`config.mk`:
```
export PLATFORM = sky130hd
export DESIGN_NAME = spi_sensor_poller
export DESIGN_NICKNAME = d
export VERILOG_FILES = /design/src/rtl/spi_sensor_poller_pkg.sv /design/src/rtl/spi_sensor_poller_half_tick.sv /design/src/rtl/spi_sensor_poller.sv
export SDC_FILE = /design/constraint.sdc
export NUM_CORES = 1
export LEC_CHECK = 0
export ABC_AREA = 1
export CAP_MARGIN = 40
export CORE_ASPECT_RATIO = 0.7
export CORE_MARGIN = 3
export CORE_UTILIZATION = 35
export CTS_CLUSTER_SIZE = 40
export DETAILED_ROUTE_END_ITERATION = 10
export SLEW_MARGIN = 20
export SYNTH_ARGS = -nofsm -noshare
export SYNTH_HDL_FRONTEND = slang
export SYNTH_SLANG_ARGS = --single-unit
```
`constraint.sdc`:
```
create_clock -name clock -period 3.7 [get_ports clock]
set_input_delay 0.74 -clock clock [delete_from_list [all_inputs] [get_ports clock]]
set_output_delay 0.74 -clock clock [all_outputs]
set_load 0.02 [all_outputs]
```
`src/rtl/spi_sensor_poller_pkg.sv`:
```
// Shared definitions for the SPI sensor poller: FSM state encoding and
// frame-length arithmetic used to size the period counter.
package spi_sensor_poller_pkg;

  typedef logic [2:0] state_t;

  localparam state_t ST_IDLE  = 3'd0;
  localparam state_t ST_SETUP = 3'd1;
  localparam state_t ST_SHIFT = 3'd2;
  localparam state_t ST_HOLD  = 3'd3;
  localparam state_t ST_GAP   = 3'd4;

  // Clocks from launch to the end of the inter-frame gap.
  function automatic int frame_len(input int setup, input int div, input int bits,
                                   input int hold, input int idle);
    return setup + 2 * div * bits + hold + idle;
  endfunction

endpackage

```
`src/rtl/spi_sensor_poller_half_tick.sv`:
```
// Half-period tick generator for SCK. Counts CLK_DIV clocks while run is high
// and pulses tick on the last one; held cleared whenever run is low so every
// frame starts its first half-period from a known phase.
module spi_sensor_poller_half_tick #(
  parameter int CLK_DIV = 8
) (
  input  logic clock,
  input  logic reset,
  input  logic run,
  output logic tick
);

  localparam int DIV_W = (CLK_DIV > 1) ? $clog2(CLK_DIV) : 1;

  logic [DIV_W-1:0] cnt;

  assign tick = run && (cnt == DIV_W'(CLK_DIV - 1));

  // Divider count: cleared outside SHIFT, wraps on every tick.
  always_ff @(posedge clock) begin
    if (reset || !run) begin
      cnt <= '0;
    end else if (tick) begin
      cnt <= '0;
    end else begin
      cnt <= cnt + 1'b1;
    end
  end

endmodule

```
`src/rtl/spi_sensor_poller.sv`:
```
// Read-only SPI master polling a serial sensor. One frame per start pulse or
// per auto-mode period; a bit field of the received frame is published with a
// one-cycle strobe.
//
// Handshake: start is a single-cycle request honoured only in IDLE (never
// queued); value_valid is a one-cycle strobe with no ready -- value is stable
// from that cycle until the next strobe (or reset).
module spi_sensor_poller
  import spi_sensor_poller_pkg::*;
#(
  parameter int FRAME_BITS = 16,
  parameter int VALUE_LSB  = 4,
  parameter int VALUE_W    = 8,
  parameter int CLK_DIV    = 8,
  parameter int CS_SETUP   = 8,
  parameter int CS_HOLD    = 8,
  parameter int CS_IDLE    = 16,
  parameter int PERIOD     = 4194304,
  parameter bit CPOL       = 1'b1
) (
  input  logic                  clock,
  input  logic                  reset,
  input  logic                  auto_en,
  input  logic                  start,
  output logic                  cs,
  output logic                  sck,
  input  logic                  sdo,
  output logic [VALUE_W-1:0]    value,
  output logic                  value_valid,
  output logic                  busy,
  output logic [15:0]           frame_cnt,
  output logic [2:0]            dbg_state,
  output logic [FRAME_BITS-1:0] dbg_shreg
);

  localparam int DLY_MAX   = (CS_SETUP > CS_HOLD)
                             ? ((CS_SETUP > CS_IDLE) ? CS_SETUP : CS_IDLE)
                             : ((CS_HOLD > CS_IDLE) ? CS_HOLD : CS_IDLE);
  localparam int DLY_W     = (DLY_MAX > 1) ? $clog2(DLY_MAX) : 1;
  localparam int BIT_W     = $clog2(FRAME_BITS);
  localparam int FRAME_LEN = frame_len(CS_SETUP, CLK_DIV, FRAME_BITS, CS_HOLD, CS_IDLE);
  localparam int PER_MAX   = (PERIOD > FRAME_LEN) ? PERIOD : FRAME_LEN;
  localparam int PER_W     = $clog2(PER_MAX);

  state_t                  state;
  logic [DLY_W-1:0]        dcnt;
  logic [BIT_W-1:0]        bit_cnt;
  logic                    phase;     // 0 = idle half of the bit, 1 = active half
  logic [FRAME_BITS-1:0]   shreg;
  logic [PER_W-1:0]        per_cnt;
  logic                    auto_tick;
  logic                    half_tick;

  assign dbg_state = state;
  assign dbg_shreg = shreg;
  assign auto_tick = auto_en && (per_cnt == PER_W'(PERIOD - 1));

  spi_sensor_poller_half_tick #(
    .CLK_DIV (CLK_DIV)
  ) u_half_tick (
    .clock (clock),
    .reset (reset),
    .run   (state == ST_SHIFT),
    .tick  (half_tick)
  );

  // Auto-mode period counter: free-runs while enabled, wraps on each tick.
  always_ff @(posedge clock) begin
    if (reset || !auto_en) begin
      per_cnt <= '0;
    end else if (auto_tick) begin
      per_cnt <= '0;
    end else begin
      per_cnt <= per_cnt + 1'b1;
    end
  end

  // Frame sequencer: chip select, SCK generation, shifting and result capture.
  always_ff @(posedge clock) begin
    if (reset) begin
      state       <= ST_IDLE;
      cs          <= 1'b1;
      sck         <= CPOL;
      busy        <= 1'b0;
      dcnt        <= '0;
      bit_cnt     <= '0;
      phase       <= 1'b0;
      shreg       <= '0;
      value       <= '0;
      value_valid <= 1'b0;
      frame_cnt   <= '0;
    end else begin
      value_valid <= 1'b0;
      case (state)
        ST_IDLE: begin
          if (start || auto_tick) begin
            state <= ST_SETUP;
            cs    <= 1'b0;
            busy  <= 1'b1;
            dcnt  <= '0;
          end
        end
        ST_SETUP: begin
          if (dcnt == DLY_W'(CS_SETUP - 1)) begin
            dcnt    <= '0;
            bit_cnt <= '0;
            phase   <= 1'b0;
            state   <= ST_SHIFT;
          end else begin
            dcnt <= dcnt + 1'b1;
          end
        end
        ST_SHIFT: begin
          if (half_tick) begin
            if (!phase) begin
              // Leading edge: sample the sensor on the same clock SCK goes active.
              sck   <= ~CPOL;
              shreg <= {shreg[FRAME_BITS-2:0], sdo};
              phase <= 1'b1;
            end else begin
              sck   <= CPOL;
              phase <= 1'b0;
              if (bit_cnt == BIT_W'(FRAME_BITS - 1)) begin
                dcnt  <= '0;
                state <= ST_HOLD;
              end else begin
                bit_cnt <= bit_cnt + 1'b1;
              end
            end
          end
        end
        ST_HOLD: begin
          if (dcnt == DLY_W'(CS_HOLD - 1)) begin
            cs          <= 1'b1;
            value       <= shreg[VALUE_LSB +: VALUE_W];
            value_valid <= 1'b1;
            frame_cnt   <= frame_cnt + 16'd1;
            dcnt        <= '0;
            state       <= ST_GAP;
          end else begin
            dcnt <= dcnt + 1'b1;
          end
        end
        ST_GAP: begin
          if (dcnt == DLY_W'(CS_IDLE - 1)) begin
            busy  <= 1'b0;
            dcnt  <= '0;
            state <= ST_IDLE;
          end else begin
            dcnt <= dcnt + 1'b1;
          end
        end
        default: begin
          state <= ST_IDLE;
          cs    <= 1'b1;
          sck   <= CPOL;
          busy  <= 1'b0;
        end
      endcase
    end
  end

endmodule
```
==> impl_metrics.yaml, run 1 <==
detailed_routing:
  via_count: 3345
  dr.max_layer_used: "met4"
  detail_route.wl_per_cell_um: 12.4
  routed_wirelength_mm: 8.60
  drt_iter0_drc: 235
  detail-route-antenna-nets: 0
  drc_errors: 0
  dr_wl_met2_mm: 3.46
  firstDrtPassIters: 5
  drt-met1-wl_mm: 4.53
  wl_met3_um: 540
  via_per_inst: 4.81
synth:
  synthMuxAreaShare_pct: 0
  synth_xor_area_share_pct: 3.54
  synth.distinct_cells: 35
  ys_seq_area_share_pct: 43.7
  synth_nets: 524
  synth_compound_area_share_pct: 12.7
  synthCells: 513
  synth-edff-count: 0
  synthSimpleGateAreaFrac_pct: 29.3
  yosys_warnings: 0
  synth_top_area_share_pct: 43.7
  synth_area_leader_cell: "dfxtp_1"
  synthTopCellsByArea: "dfxtp_1, nand2_1, a21oi_1"
  synth_top_family_by_area: "simple AND/OR/NAND/NOR gates"
  synth_fa_ha_area_share_pct: 2.02
  syn_area_mm2: 0.00371
  synth-seq-cells: 81
  postSynth.asyncResetShare_pct: 0
  synthFlopType: "dfxtp_1"
  syn_area_per_cell_um2: 7.23
global_routing:
  grt_first_pass_wirelength_mm: 14.6
  grt_usage_pct: 15.2
  grt_pass1_vias: 2987
  grt_overflow: 0
  grt_max_degree: 33
  antenna_found_initial: 0
floorplan:
  fp-row-count: 30
  start_util_pct: 37.0
  die-area_mm2: 0.0119
  coreArea_mm2: 0.0100
  die_h_um: 92.2
  pin_count: 52
  die_x_um: 129
worst_setup_path:
  crit_buf_inv: 1
  path_cells: "clkdlybuf4s50_1"
  path_max_fanout: 7
  max_stage_delay_ps: 680
  crit_required_ps: 2960
  worstSetupPathType: "reg -> out"
  crit_slowest_cell: "clkdlybuf4s50_1"
  end_kind: "primary output"
  path_delay_family: "buffers and inverters"
  cp-start-kind: "flop"
  worstPathArrival_ps: 1540
timing:
  period_needed_ps: 2280
  max_slew.worst_pin.slew_ps: 522
  finalClockSkew_ps: 6.17
  max_freq_mhz: 438
  relSlewSlack_pct: 65.0
  hold_viol_final: 0
  grt_setup_unrepaired: "no"
  setup_tns_ps: 0
  min_period_over_period_pct: 61.7
  holdWs_ps: 427
  finalMaxSlewViolations: 0
  setup_viol: 0
clocking:
  clkTransAtPathRegs_ps: 60
  cts_root_buf: "clkbuf_16"
  ctsHtreeMaxLevel: 3
  cts-resized-gates: 0
  clock_sinks: 81
  clockBufferDepth: 2
  cts_tree: "built"
  clock_latency_ps: 330
  cts_hold_buf: 0
  cts_setup_buffers: 0
  cts_made_buffers: 9
power_and_ir_drop:
  clkPwrFrac_pct: 38.0
  internal-power_uw: 1510
  seqPwrFrac_pct: 44.5
  sw_frac_of_total_pct: 28.8
  p_per_area_mw_per_mm2: 461
  power.share.combinational_pct: 17.6
  ir_worst_vdd_uv: 196
  cellLeakagePower_uw: 0.00166
  total_power_uw: 2120
  p_sw_uw: 610
layout:
  area_delta_synth_final_pct: 23.6
  final_nets: 574
  drive_above_1_share_pct: 7.58
  regArea_mm2: 0.00162
  nFillCells: 1013
  multi_input_area_mm2: 0.00176
  antenna_cells: 0
placement:
  dpl.hpwl_mm: 6.28
  io_buffers: 51
  place_congestion: 0.859
outcome:
  status: "completed"
flow_run:
  drv_cap: 0
hold_path:
  hp-class: "reg -> reg"
synthesized netlist by cell type, types with 5 or more instances:
library cell and number:
dfxtp_1 81, nand4_1 10, nor3_1 18, inv_2 5
a21oi_1 55, nand3_1 21, ha_1 6, inv_1 62
nor2_1 67, nand2_1 97, o21ai_0 30, xor2_1 14
clkbuf_1 5
flip-flops by register name (all words and copies together) (netlist names):
register	flops
phase	1
cs	1
bit_cnt	4
dbg_shreg	16
busy	1
value_valid	1
per_cnt	22
sck	1
u_half_tick.cnt	3
value	8
frame_cnt	16
dbg_state	3
dcnt	4
kinds of logic after synthesis:
group / after synthesis
flops: 81
xor+xnor: 15
buf+inv: 81
compound gates: 91
fa+ha+maj: 6
simple gates: 239
area by class of cell:
cell class                      count  area share, %
Multi-Input combinational cell    351           38.5
Tap cell                          128           3.49
Timing Repair Buffer               53           11.5
Clock buffer                       12           5.37
Clock inverter                      3          0.382
Inverter                           67           5.48
Sequential cell                    81           35.4
power groups by stage:
stage               sequential, µW  combinational [µW]  clock, µW
finish                         941                 372        803
global route                   946                 418        869
CTS                            941                 369        827
detailed placement             960                 368          0
global placement               958                 361          0
floorplan                      976                 243          0
worst paths after layout:
path,start,slack (ps),depth (start not counted),end
setup / recovery,dbg_state[1]$_SDFFE_PP0P_,1420,1,dbg_state[1]
hold / removal,u_half_tick.cnt[0]$_SDFF_PP0_,430,1,u_half_tick.cnt[0]$_SDFF_PP0_
setup reg to reg,dcnt[0]$_SDFFE_PP0P_,1710,8,frame_cnt[12]$_SDFFE_PP0P_
hold reg to reg,u_half_tick.cnt[0]$_SDFF_PP0_,430,1,u_half_tick.cnt[0]$_SDFF_PP0_
cell usage in the layout (no fill, tap or decap), types with 2 or more instances in the layout:
cell             synthesis  final
nand2_2                  4      4
xor2_1                  14     14
nor2_1                  67     67
or2_2                    3      3
o21ai_0                 30     30
dfxtp_1                 81     81
a21oi_1                 55     55
nor2_4                   4      4
nor3_1                  18     18
nor3b_1                  2      2
o21ai_2                  2      2
clkdlybuf4s50_1          0     51
clkbuf_1                 5      2
nand3b_1                 2      2
buf_4                    2      2
nand4_1                 10     10
nand2_4                  2      2
clkbuf_16                0      9
nand3_1                 21     21
inv_2                    5      5
nor2_2                   4      4
ha_1                     6      6
clkinv_2                 0      2
nor3_2                   2      2
nand2_1                 97     97
inv_1                   62     62
metal layers:
| metal | global-route usage (%) | vias up |
|---|---|---|
| met1 | 22.6 | 1493 |
| met3 | 5.01 | 6 |
| met2 | 20.7 | 97 |
| met4 | 3.76 | 0 |
| li1 | - | 1749 |
| met5 | 0 | - |
per-stage QoR:
| step | area [µm²] | instances | worst slack [ps] | utilization, % |
|---|---|---|---|---|
| global route | 4590 | 695 | 1370 | 45.8 |
| global placement | 4320 | 680 | 1360 | 43.1 |
| floorplan | 3710 | 513 | 2090 | - |
| finish | 4590 | 695 | 1420 | 45.8 |
| detailed placement | 4320 | 680 | 1260 | 43.1 |
| CTS | 4590 | 695 | 1400 | 45.8 |
No activity file was read; power rests on OpenSTA's default activity.
==> inputs of run 2 (changes only) <==
- clock period: 3.7 -> 2.05 ns (I/O delays scaled with it)
==> run 2 against run 1 <==
Compared with the run above:
- total power up 96%
- non-clock buffer count up 1
- highest routed layer unchanged
- critical endpoint unchanged
- critical path type unchanged
- flip-flop and latch count unchanged
- largest cell class unchanged
- clock-buffer cell count unchanged
==> impl_metrics.yaml, run 2 (synthesis gave the netlist of run 1 again) <==
floorplan:
  fp-row-count: 30
  die_x_um: 129
  pin_count: 52
  die_h_um: 92.2
  start_util_pct: 37.0
  coreArea_mm2: 0.0100
  die-area_mm2: 0.0119
power_and_ir_drop:
  power.share.combinational_pct: 15.6
  cellLeakagePower_uw: 0.00171
  p_per_area_mw_per_mm2: 888
  seqPwrFrac_pct: 41.1
  clkPwrFrac_pct: 43.3
  sw_frac_of_total_pct: 26.7
  p_sw_uw: 1110
  ir_worst_vdd_uv: 431
  internal-power_uw: 3040
global_routing:
  grt_first_pass_wirelength_mm: 14.4
  grt_overflow: 0
  antenna_found_initial: 0
  grt_max_degree: 33
  grt_usage_pct: 14.8
  grt_pass1_vias: 3050
timing:
  finalClockSkew_ps: 8.22
  finalMaxSlewViolations: 0
  max_slew.worst_pin.slew_ps: 490
  min_period_over_period_pct: 95.5
  max_freq_mhz: 511
  setup_tns_ps: 0
  hold_viol_final: 0
  relSlewSlack_pct: 67.2
  period_needed_ps: 1960
  setup_viol: 0
  grt_setup_unrepaired: "no"
detailed_routing:
  routed_wirelength_mm: 8.34
  drc_errors: 0
  drt_iter0_drc: 191
  via_per_inst: 4.76
  detail_route.wl_per_cell_um: 12.0
  firstDrtPassIters: 4
  detail-route-antenna-nets: 0
  via_count: 3319
placement:
  placed_area_mm2: 0.00433
  io_buffers: 51
  dpl.hpwl_mm: 6.04
  place_congestion: 0.851
worst_setup_path:
  cp-start-kind: "flop"
  r2r_slack_ps: 270
  crit_slowest_cell: "clkdlybuf4s50_1"
  path_cells: "clkdlybuf4s50_1"
  crit_start: "dbg_state[1]$_SDFFE_PP0P_"
  crit_buf_inv: 1
  max_stage_delay_ps: 680
  reg2reg_from: "per_cnt[0]$_SDFF_PP0_"
  crit_end: "dbg_state[1]"
  path_max_fanout: 7
  r2r.worst_path.cells: 8
  end_kind: "primary output"
  cp.depth: 1
  path_delay_family: "buffers and inverters"
  worstSetupPathType: "reg -> out"
  r2r-end: "per_cnt[11]$_SDFF_PP0_"
  worstPathArrival_ps: 1550
  crit_required_ps: 1640
clocking:
  cts-resized-gates: 0
  clockBufferDepth: 2
  cts_made_buffers: 9
  clkTransAtPathRegs_ps: 60
  cts_hold_buf: 0
  ctsHtreeMaxLevel: 3
  cts_setup_buffers: 0
  cts_tree: "built"
  clock_latency_ps: 340
  cts_root_buf: "clkbuf_16"
  clock_sinks: 81
layout:
  largest-register: "per_cnt"
  layout.cells.most_common: "nand2_1"
  fin_area_mm2: 0.00467
  layout_common_cells: "nand2_1, dfxtp_1, nor2_1, inv_1, a21oi_1"
  area_delta_synth_final_pct: 25.9
  drive_above_1_share_pct: 8.26
  final_nets: 575
  antenna_cells: 0
  largest_register_ff_count: 22
flow_run:
  drv_cap: 0
hold_path:
  hp-class: "reg -> reg"
outcome:
  status: "completed"
[run 2: cell count changes in the layout (fill, tap and decap cells not counted), sizes merged]
| cell | before | now |
|---|---|---|
| buf | 2 | 3 |
| bufinv | 0 | 2 |
| clkinvlp | 1 | 0 |
[run 2: final cells by class]
class,count,area (µm²)
Clock buffer,12,267
Clock inverter,4,73.8
Fill cell,1007,5350
Inverter,67,251
Multi-Input combinational cell,351,1760
Sequential cell,81,1620
Tap cell,128,160
Timing Repair Buffer,54,533
[run 2: power groups by stage]
stage | Sequential [µW] | Clock [µW] | Combinational, µW
floorplan | 1760 | 0 | 438
global placement | 1740 | 0 | 640
detailed placement | 1740 | 0 | 651
CTS | 1700 | 1840 | 655
global route | 1710 | 1910 | 738
finish | 1700 | 1800 | 649
[run 2: how the worst min path moves through the flow]
stage                                             start  cells past startpoint                       endpoint  slack, ps
after floorplan           u_half_tick.cnt[0]$_SDFF_PP0_                      1  u_half_tick.cnt[0]$_SDFF_PP0_        400
after global placement    u_half_tick.cnt[0]$_SDFF_PP0_                      1  u_half_tick.cnt[0]$_SDFF_PP0_        410
after detailed placement  u_half_tick.cnt[0]$_SDFF_PP0_                      1  u_half_tick.cnt[0]$_SDFF_PP0_        410
after CTS                 u_half_tick.cnt[0]$_SDFF_PP0_                      1  u_half_tick.cnt[0]$_SDFF_PP0_        420
after global routing      u_half_tick.cnt[0]$_SDFF_PP0_                      1  u_half_tick.cnt[0]$_SDFF_PP0_        430
final                     u_half_tick.cnt[0]$_SDFF_PP0_                      1  u_half_tick.cnt[0]$_SDFF_PP0_        420
[run 2: per-layer routing]
layer	track usage, %	vias to the layer above	part of all wire [%]
li1	-	1748	-
met1	21.5	1487	54
met2	20.0	74	39
met3	5.01	10	5.6
met4	5.33	0	1.5
met5	0	-	0
[run 2: metrics by stage]
stage	hold slack [ps]	setup WS, ps	utilization [%]	instances	power (µW)
floorplan	399	441	-	513	2200
global placement	409	190	43.2	681	2380
detailed placement	412	125	43.2	681	2390
CTS	420	81.1	46.6	697	4200
global route	429	18.3	46.6	697	4360
finish	418	93.1	46.6	697	4150
==> inputs of run 3 (changes only) <==
- CORE_MARGIN: 3 -> default
==> run 3 against run 2 <==
Compared with the run above:
- critical path depth unchanged
- sequential power about the same
- clock power down 3%
- core utilization down 1.2 points
- via count up 0.33%
==> impl_metrics.yaml, run 3 (synthesis gave the netlist of run 1 again) <==
global_routing:
  grt_usage_pct: 16.1
  grt_max_degree: 33
  grt_use_met3_pct: 4.46
  grt_pass1_vias: 2995
  top_usage_layer: "met2"
  grt_first_pass_wirelength_mm: 14.2
  grt_util_met2_pct: 23.3
  met1_usage_pct: 22.9
  grt_overflow: 0
  antenna_found_initial: 0
timing:
  finalClockSkew_ps: 8.44
  relSlewSlack_pct: 66.1
  max_freq_mhz: 515
  fin_ws_ps: 107
  grt_setup_unrepaired: "no"
  setup_viol: 0
  finalMaxSlewViolations: 0
  holdWs_ps: 420
  hold_viol_final: 0
  period_needed_ps: 1940
  setup_tns_ps: 0
  min_period_over_period_pct: 94.8
  max_slew.worst_pin.slew_ps: 507
power_and_ir_drop:
  internal-power_uw: 2960
  p_sw_uw: 1160
  clkPwrFrac_pct: 42.6
  sw_frac_of_total_pct: 28.1
  total_power_uw: 4110
  seqPwrFrac_pct: 41.3
  ir_worst_vdd_uv: 508
  power.share.combinational_pct: 16.1
  cellLeakagePower_uw: 0.00170
  p_per_area_mw_per_mm2: 879
floorplan:
  die_x_um: 125
  pin_count: 52
  die_h_um: 88.2
  start_util_pct: 36.0
  coreArea_mm2: 0.0103
  die-area_mm2: 0.0110
  fp-row-count: 31
layout:
  antenna_cells: 0
  layout_common_cells: "nand2_1, dfxtp_1, nor2_1, inv_1, a21oi_1"
  nFillCells: 1053
  largest_register_ff_count: 22
  stdcell_count: 703
  area_delta_synth_final_pct: 26.1
  largest-register: "per_cnt"
  final_nets: 577
  drive_above_1_share_pct: 8.58
  layout.cells.most_common: "nand2_1"
worst_setup_path:
  path_cells: "clkdlybuf4s50_1"
  path_delay_family: "buffers and inverters"
  crit_buf_inv: 1
  r2r.worst_path.cells: 8
  crit_required_ps: 1640
  end_kind: "primary output"
  path_max_fanout: 7
  reg2reg_from: "per_cnt[1]$_SDFF_PP0_"
  max_stage_delay_ps: 670
  crit_start: "dbg_state[1]$_SDFFE_PP0P_"
  worstSetupPathType: "reg -> out"
  cp-start-kind: "flop"
  crit_slowest_cell: "clkdlybuf4s50_1"
  worstPathArrival_ps: 1530
  cp.depth: 1
clocking:
  clockBufferDepth: 2
  ctsHtreeMaxLevel: 3
  cts_setup_buffers: 0
  clock_sinks: 81
  clkTransAtPathRegs_ps: 60
  cts_hold_buf: 0
  cts_made_buffers: 9
  cts-resized-gates: 0
  clock_latency_ps: 340
  cts_root_buf: "clkbuf_16"
  cts_tree: "built"
hold_path:
  hold_start: "u_half_tick.cnt[0]$_SDFF_PP0_"
  whs_path_depth: 1
  hp-class: "reg -> reg"
detailed_routing:
  via_per_inst: 4.74
  firstDrtPassIters: 6
  detail_route.wl_per_cell_um: 11.9
  drt_iter0_drc: 261
  detail-route-antenna-nets: 0
  drc_errors: 0
  via_count: 3330
  routed_wirelength_mm: 8.34
placement:
  place_congestion: 0.876
  dpl.hpwl_mm: 6.03
  pre_cts_slack_ps: 132
  io_buffers: 51
  placed_cells: 687
flow_run:
  drv_cap: 0
outcome:
  status: "completed"
## run 3: cell types whose count changed in the layout (fill, tap and decap cells not counted)
| cell | before | now |
|---|---|---|
| clkinvlp_4 | 0 | 2 |
| buf_4 | 3 | 5 |
| clkinv_2 | 1 | 0 |
| clkbuf_8 | 3 | 0 |
| inv_8 | 0 | 1 |
| clkinv_4 | 1 | 2 |
## run 3: final cells by class
cell class                 count  area [µm²]  area share [%]
clock buffer                   9         225            4.81
clock inverter                 7         104            2.22
inverter                      67         251            5.37
multi-input combinational    351        1760            37.7
sequential                    81        1620            34.7
tap                          132         165            3.53
timing repair buffer          56         548            11.7
## run 3: final timing paths
kind,endpoint,slack (ps)
worst max-delay path,dbg_state[1],110
worst min-delay path,u_half_tick.cnt[0]$_SDFF_PP0_,420
worst max register to register,per_cnt[20]$_SDFF_PP0_,280
worst min register to register,u_half_tick.cnt[0]$_SDFF_PP0_,420
## run 3: power groups by stage
stage               registers (µW)  logic, µW  clock network, µW
global placement              1730        642                  0
CTS                           1700        662               1800
detailed placement            1730        659                  0
global route                  1710        752               1860
floorplan                     1760        438                  0
finish                        1700        663               1750
## run 3: per-stage QoR
| step | util [%] | cell area [µm²] |
|---|---|---|
| detailed placement | 42.2 | 4350 |
| CTS | 45.4 | 4680 |
| global route | 45.4 | 4680 |
| global placement | 42.2 | 4350 |
| finish | 45.4 | 4680 |
| floorplan | - | 3710 |
## run 3: metal layers
layer / vias to the layer above / wire [µm]
met2: 52 / 3370
met1: 1510 / 4530
met4: 0 / 100
met3: 12 / 344
li1: 1756 / -
met5: - / 0
